### src/rtl/spi_shift_register_param.sv
// Parametrised full-duplex SPI master shift register, CPOL/CPHA modes 0..3.
// Optional SPI_SR_LOOPBACK_EN adds a loopback input that samples mosi internally.
module spi_shift_register_param #(
  parameter int DATA_W = 8,
  parameter int CNT_W  = $clog2(DATA_W + 1)
) (
  input  logic              PCLK,
  input  logic              PRESETn,
  input  logic              ss,
  input  logic              send_data,
  input  logic              receive_data,
  input  logic              miso,
`ifdef SPI_SR_LOOPBACK_EN
  input  logic              loopback,
`endif
  input  logic              cpol,
  input  logic              cphase,
  input  logic              lsbfe,
  input  logic [CNT_W-1:0]  word_len,
  input  logic [DATA_W-1:0] data_mosi,
  input  logic              flag_low,
  input  logic              flag_high,
  input  logic              flags_low,
  input  logic              flags_high,
  output logic [DATA_W-1:0] data_miso,
  output logic              mosi,
  output logic              busy,
  output logic              done
);

  typedef enum logic [1:0] {
    IDLE,
    XFER,
    DONE
  } state_t;

  localparam logic [CNT_W-1:0] NMAX = CNT_W'(DATA_W);
  localparam logic [CNT_W-1:0] ONE  = CNT_W'(1);

  state_t            state_q;
  logic [DATA_W-1:0] tx_q;
  logic [DATA_W-1:0] rx_q;
  logic [DATA_W-1:0] data_miso_q;
  logic [CNT_W-1:0]  n_q;
  logic [CNT_W-1:0]  cnt_q;
  logic [CNT_W-1:0]  lcnt_q;
  logic              lsb_q;
  logic              mode_q;
  logic              skip_q;
  logic              mosi_q;
  logic              busy_q;
  logic              done_q;

  logic [CNT_W-1:0]  n_ld;
  logic [CNT_W-1:0]  ld_idx;
  logic [CNT_W-1:0]  nm1;
  logic [CNT_W-1:0]  sidx;
  logic [CNT_W-1:0]  lnext;
  logic [CNT_W-1:0]  tidx;
  logic [DATA_W-1:0] ld_sh;
  logic [DATA_W-1:0] tx_sh;
  logic [DATA_W-1:0] bit_oh;
  logic [DATA_W-1:0] rx_nxt;
  logic [DATA_W-1:0] len_mask;
  logic              sample;
  logic              launch;
  logic              rx_bit;

  always_comb begin
    n_ld = word_len;
    if (word_len == '0 || word_len > NMAX) begin
      n_ld = NMAX;
    end
    ld_idx   = lsbfe ? '0 : n_ld - ONE;
    ld_sh    = data_mosi >> ld_idx;
    nm1      = n_q - ONE;
    sidx     = lsb_q ? cnt_q : nm1 - cnt_q;
    lnext    = lcnt_q + ONE;
    tidx     = lsb_q ? lnext : nm1 - lnext;
    tx_sh    = tx_q >> tidx;
    sample   = mode_q ? flags_high : flags_low;
    launch   = mode_q ? flag_low : flag_high;
`ifdef SPI_SR_LOOPBACK_EN
    rx_bit   = loopback ? mosi_q : miso;
`else
    rx_bit   = miso;
`endif
    bit_oh   = {{(DATA_W-1){1'b0}}, rx_bit} << sidx;
    rx_nxt   = rx_q | bit_oh;
    len_mask = ~({DATA_W{1'b1}} << n_q);
  end

  always_ff @(posedge PCLK or negedge PRESETn) begin
    if (!PRESETn) begin
      state_q     <= IDLE;
      tx_q        <= '0;
      rx_q        <= '0;
      data_miso_q <= '0;
      n_q         <= '0;
      cnt_q       <= '0;
      lcnt_q      <= '0;
      lsb_q       <= 1'b0;
      mode_q      <= 1'b0;
      skip_q      <= 1'b0;
      mosi_q      <= 1'b0;
      busy_q      <= 1'b0;
      done_q      <= 1'b0;
    end else begin
      done_q <= 1'b0;
      unique case (state_q)
        IDLE: begin
          mosi_q <= 1'b0;
          busy_q <= 1'b0;
          if (send_data && !ss) begin
            tx_q    <= data_mosi;
            rx_q    <= '0;
            n_q     <= n_ld;
            lsb_q   <= lsbfe;
            mode_q  <= (cpol == cphase);
            skip_q  <= cphase;
            cnt_q   <= '0;
            lcnt_q  <= '0;
            mosi_q  <= ld_sh[0];
            busy_q  <= 1'b1;
            state_q <= XFER;
          end
        end
        XFER: begin
          if (ss) begin
            state_q <= IDLE;
            busy_q  <= 1'b0;
            mosi_q  <= 1'b0;
            cnt_q   <= '0;
            lcnt_q  <= '0;
          end else begin
            // cphase=1 presents bit 0 at load, so its leading launch is a no-op
            if (launch) begin
              if (skip_q) begin
                skip_q <= 1'b0;
              end else if (lcnt_q != nm1) begin
                lcnt_q <= lnext;
                mosi_q <= tx_sh[0];
              end
            end
            if (sample) begin
              rx_q  <= rx_nxt;
              cnt_q <= cnt_q + ONE;
              if (cnt_q == nm1) begin
                state_q <= DONE;
                busy_q  <= 1'b0;
                done_q  <= 1'b1;
                if (receive_data) begin
                  data_miso_q <= rx_nxt & len_mask;
                end
              end
            end
          end
        end
        DONE: begin
          state_q <= IDLE;
          cnt_q   <= '0;
          lcnt_q  <= '0;
        end
        default: begin
          state_q <= IDLE;
        end
      endcase
    end
  end

  assign data_miso = data_miso_q;
  assign mosi      = mosi_q;
  assign busy      = busy_q;
  assign done      = done_q;

endmodule

### config.mk
export PLATFORM = sky130hd
export DESIGN_NAME = spi_shift_register_param
export DESIGN_NICKNAME = d
export VERILOG_FILES = /design/src/rtl/spi_shift_register_param.sv
export SDC_FILE = /design/constraint.sdc
export NUM_CORES = 1
export LEC_CHECK = 0
export CORE_ASPECT_RATIO = 1.75
export CORE_MARGIN = 4
export CORE_UTILIZATION = 25
export DETAILED_ROUTE_END_ITERATION = 10
export PLACE_DENSITY = 0.51
export SLEW_MARGIN = 5
export SYNTH_ARGS = -nofsm -noshare
export SYNTH_HDL_FRONTEND = slang
export SYNTH_SLANG_ARGS = --single-unit
### constraint.sdc
create_clock -name PCLK -period 5.3 [get_ports PCLK]
set_input_delay 0.795 -clock PCLK [delete_from_list [all_inputs] [get_ports PCLK]]
set_output_delay 0.795 -clock PCLK [all_outputs]
set_load 0.05 [all_outputs]
==> Word-level counts from Yosys, hierarchy flattened <==
Cells that the tools add are included.
{ "classes": {"mux": 43, "eq_ne": 14, "n_bitwise": 4, "addsub": 6, "reduce_logical": 16, "n_shift": 4, "order_cmp": 1} }
{ "ops": {"columns": ["operator", "n"], "rows": [
  ["4-bit two-way mux", 11],
  ["8-bit two-way mux", 3],
  ["4-bit case mux with 3 select lines", 2],
  ["1-bit two-way mux", 18],
  ["8-bit case mux with 2 select lines", 1],
  ["8-bit by 4-bit right shift with 1-bit output", 2],
  ["3-bit != test, second input constant", 5],
  ["4-bit AND reduction", 3],
  ["5-bit AND reduction", 2],
  ["3-bit AND reduction", 3],
  ["4-bit by 1-bit adder with 4-bit output, second input constant", 2],
  ["8-bit bitwise AND", 1],
  ["2-bit two-way mux", 4],
  ["2-bit != test, second input constant", 4],
  ["8-bit NOT", 1],
  ["8-bit bitwise OR", 1],
  ["1-bit by 4-bit left shift with 8-bit output", 1],
  ["8-bit by 4-bit left shift with 8-bit output, first input constant", 1],
  ["4-bit by 1-bit subtractor with 4-bit output, second input constant", 2],
  ["4-bit subtractor", 2],
  ["1-bit case mux with 2 select lines", 3],
  ["4-bit equality test", 1],
  ["4-bit greater-than comparator, second input constant", 1],
  ["4-bit zero test", 1],
  ["13 further kinds", 13]
]} }
{ "totals": {"register_bits": 44, "word_cells": 101, "inputBits": 25, "output_inout_bits": 11} }

==> Depth between registers and ports, before layout <==
{ "logic_depth": {"depth_word": 9, "mapped_depth": 11, "mapped_depth_nobuf": 11} }

==> Worst setup path after synthesis <==
Ideal clock, no wire load.
{ "synth_path": {"path_type": "reg2reg", "startpoint": "register n_q[0]", "endpoint": "register data_miso_q[4] (netlist: data_miso[4])", "path_buffers": 0, "setup_slack_ns": 2.551, "period_less_slack_ns": 2.749, "t_arrival_ns": 2.600, "path_stages_with_launch": 11, "path_cell_list": "dfrtp_1 > inv_1 > ha_1 > inv_1 > ha_1 > nor2b_1 > o21ai_0 > a21oi_2 > nor3_4 > mux2i_1 > o221ai_1"} }
{ "synth_between": {"elab_chain_cells": 6, "word_cells_on_any_way": 10, "classes_between": "add/sub (2); eq/ne (1); shift (2); mux (1); bitwise (3); reduce/logical (1)"} }
{ "synth_rtl": {"columns": ["item", "line_no", "source"], "rows": [
  ["start: declaration", "44", "logic [CNT_W-1:0] n_q;"],
  ["start signal: assignment", "117", "n_q <= n_ld;"],
  ["4-bit by 1-bit subtractor with 4-bit output", "76", "nm1 = n_q - ONE;"],
  ["4-bit subtractor", "77", "sidx = lsb_q ? cnt_q : nm1 - cnt_q;"],
  ["4-bit two-way mux", "77", null],
  ["1-bit by 4-bit left shift with 8-bit output", "88", "bit_oh = {{(DATA_W-1){1'b0}}, rx_bit} << sidx;"],
  ["8-bit bitwise OR", "89", "rx_nxt = rx_q | bit_oh;"],
  ["8-bit bitwise AND", "153", "data_miso_q <= rx_nxt & len_mask;"],
  ["end signal: assignment", "153", null],
  ["end: declaration", "43", "logic [DATA_W-1:0] data_miso_q;"]
]} }
Parallel ways exist; a longest one is shown, timed or not.
A chain may end at the register's enable or synchronous reset.

==> Worst setup path after layout <==
{ "layout_path": {"startpoint": "register n_q[1]", "endpoint": "register data_miso_q[4] (netlist: data_miso[4])"} }
Same word-level chain as after synthesis.

==> summary.txt <==
Run status
  – Status: finished, final reports clean

Drt
  – Metal2 WL: 4260 microns
  – DR DRC count: 0
  – Routed met1 length: 2880 microns
  – Met3 wire length: 268 microns
  – Antenna Nets Post-Route: 0
  – Highest metal used: met4
  – Detailed Route WL: 7590 microns
  – Pre-antenna DRT Iters: 4
  – 1st-iter DRT viols: 53
  – Vias: 2384
  – Drt wl/cell: 15.8 microns
  – DR vias/cell: 4.97

Synth
  – Post-Synthesis Cells: 317
  – Async SR Flop Fraction: 100%
  – Area share of the leading cell type in the synthesized netlist: 38.2%
  – Synth area leaders: dfrtp_1 (38%), nand2_1 (7.6%), ha_1 (5.6%)
  – Yosys cell types: 58
  – Post-Syn Area per Cell: 9.09 sq um
  – Top FF cell, synth: dfrtp_1
  – Yosys warns: 0
  – Post-synth EDFFs: 0
  – Synth Cell Area: 2880 sq um
  – Yosys reg bits: 44
  – Syn_nets: 357
  – Post-synthesis sequential area ratio: 38.2%
  – Synth area leader: dfrtp_1

Critical path
  – Reg2reg end: data_miso[4]
  – Worst setup SP type: register
  – R2R setup slack: 2.07 ns
  – Critical path's top delay family: compound AO/OA/AOI/OAI gates
  – WP buf/inv: 2
  – CP required: 5.44 ns
  – Critical-path top delay cell: mux2i_1
  – RR Startpoint: n_q[1]
  – Critical path fanouts, max: 8
  – Critical path arrival: 3.37 ns
  – R2R cell count: 10
  – CP Cell Sequence: inv_1, ha_1, inv_1, ha_1, nor2b_1, o21ai_0, a21oi_2, nor3_4, mux2i_1, o221ai_1
  – Crit end category: register
  – Max incr delay on CP: 0.64 ns
  – WS Path Type: reg2reg

Clock network
  – Htree depth: 2
  – Setup Fix Bufs, Post-CTS: 0
  – CTS resizes: 0
  – Clk root buf: clkbuf_16
  – Deepest clock path buffer count: 2
  – Clock slew at reported path FFs: 0.06 ns
  – Worst-Skew Late Latency: 0.29 ns
  – Hold_buf cts: 0
  – TritonCTS clock tree: yes
  – Total CTS buffers: 5
  – Total clock sinks: 44

Floorplan
  – Initial Util: 25.7%
  – Die footprint: 13400 sq um
  – Die height: 150 microns
  – Die W: 89.2 microns
  – Boundary Pins: 36
  – Core Area: 11200 sq um
  – Row cnt: 51

STA
  – Final hold vios: 0
  – TNS Setup: 0 ns
  – # setup viols final: 0
  – RSZ-0062 raised after global routing: no
  – Minimum clock period: 3.23 ns
  – Worst clock skew: 0.00698 ns
  – Worst-Margin Slew: 1.02 ns
  – Slew HR: 31.7%
  – Pins Over Slew Limit: 0
  – Fmax: 309 MHz
  – Final Cycle Share: 61.0%

Pwr
  – Tot Pwr: 1.25 mW
  – Worst VDD drop: 137 uV
  – Leak pwr: 1.51 nW
  – Power Dens Cells: 359 nW/um^2

Finish
  – Ant diodes: 0
  – Layout cell share with drive strength beyond 1: 5.75%
  – Register area: 1100 sq um
  – Area Growth Syn to Fin: 20.7%
  – Nets@finish: 387
  – Design area: 3480 sq um
  – Layout fillers: 1231
  – Multi-input gate area: 1640 sq um

Hold path
  – Hold EP: tx_q[3]
  – Worst hold path type: reg2reg
  – Worst hold path depth: 2
  – HP Start: tx_q[3]

Global routing
  – Vias in the first global route: 2475
  – Grt ovf: 0
  – Initial antenna violation count: 0
  – Global-route wire length before repair: 12800 microns
  – Largest net degree at the start of global routing: 45
  – Global Route Usage Sum: 12.6%

Job
  – Max Cap Violations: 0

Placed design
  – Dpl cell area: 3330 sq um
  – Dpl hpwl: 5930 microns
  – Placer Congestion: 0.842
  – # port buffers: 35
cells in the final DEF (no fill, tap or decap), drive strengths merged, types with 3 or more instances in the layout:
| cell type | synthesis | layout |
|---|---|---|
| a21oi | 11 | 11 |
| a31oi | 4 | 4 |
| and2 | 8 | 8 |
| and3 | 4 | 4 |
| clkbuf | 4 | 7 |
| clkdlybuf4s50 | 0 | 34 |
| dfrtp | 44 | 44 |
| ha | 13 | 13 |
| inv | 20 | 20 |
| mux2i | 16 | 16 |
| nand2 | 58 | 58 |
| nand2b | 5 | 5 |
| nand3 | 4 | 4 |
| nor2 | 12 | 12 |
| nor2b | 7 | 7 |
| nor3 | 6 | 6 |
| nor3b | 3 | 3 |
| o21ai | 26 | 26 |
| o31ai | 8 | 8 |
| o41ai | 6 | 6 |
| xnor2 | 12 | 12 |
| xor2 | 3 | 3 |
registers in the layout (all words and copies together), names as in the netlist, 2 cells and up:
signal and count:
state_q 2, lcnt_q 4, rx_q 8, data_miso 8, cnt_q 4, tx_q 8, n_q 4
layout make-up:
class | count | area share [%]
Timing Repair Buffer | 35 | 9.93
Multi-Input combinational cell | 241 | 47.2
Clock buffer | 7 | 4.10
Sequential cell | 44 | 31.7
Tap cell | 132 | 4.75
Clock inverter | 1 | 0.216
Inverter | 20 | 2.16
cells in the mapped netlist, drive strengths merged, types with 2 or more instances:
master / n
a21oi: 11
a22o: 2
a31o: 2
a31oi: 4
and2: 8
and3: 4
and3b: 2
and4: 2
buf: 8
clkbuf: 4
dfrtp: 44
fa: 2
ha: 13
inv: 20
mux2: 2
mux2i: 16
nand2: 58
nand2b: 5
nand3: 4
nor2: 12
nor2b: 7
nor3: 6
nor3b: 3
o21ai: 26
o221ai: 2
o31ai: 8
o41ai: 6
or4bb: 2
xnor2: 12
xor2: 3
stage by stage:
step | std cells | utilization (%) | worst slack, ns | hold slack (ns)
2_1_floorplan | 317 | - | 2.55 | 0.441
3_3_place_gp | 472 | 29.6 | 1.98 | 0.458
3_5_place_dp | 472 | 29.6 | 1.98 | 0.463
4_1_cts | 480 | 31.0 | 2.11 | 0.477
5_1_grt | 480 | 31.0 | 1.74 | 0.503
6_report | 480 | 31.0 | 2.07 | 0.474
how the worst max path moves through the flow:
| stage | from | to | slack (ns) | depth (start not counted) |
|---|---|---|---|---|
| after floorplan | n_q[0] | data_miso[4] | 2.55 | 10 |
| after global placement | word_len[0] | mosi | 1.98 | 9 |
| after detailed placement | word_len[0] | mosi | 1.98 | 9 |
| after CTS | n_q[1] | data_miso[4] | 2.11 | 10 |
| after global routing | n_q[0] | data_miso[4] | 1.74 | 11 |
| final | n_q[1] | data_miso[4] | 2.07 | 10 |
routing by layer:
metal  vias up  global-route usage (%)
li1       1179                       -
met1      1150                    13.9
met2        45                    22.8
met3        10                    2.09
met4         0                    5.37
met5         -                       0
tightest hold or removal path, cell delays in order (launching register included):
cell	delay [ns]
dfrtp_1	0.34
nand2_1	0.05
nand2_1	0.05
cells by family after synthesis:
logic type	synth area share, %
mux	6.34
fa+ha+maj	7.03
compound gates	16.7
simple gates	22.3
buf+inv	4.86
flops	38.2
xor+xnor	4.56
power breakdown:
group	leakage, nW	internal, mW	switching [mW]
Sequential	0.588	0.378	0.0543
Combinational	0.848	0.205	0.290
Clock	0.0701	0.188	0.133
(Power assumes the default switching activity.)
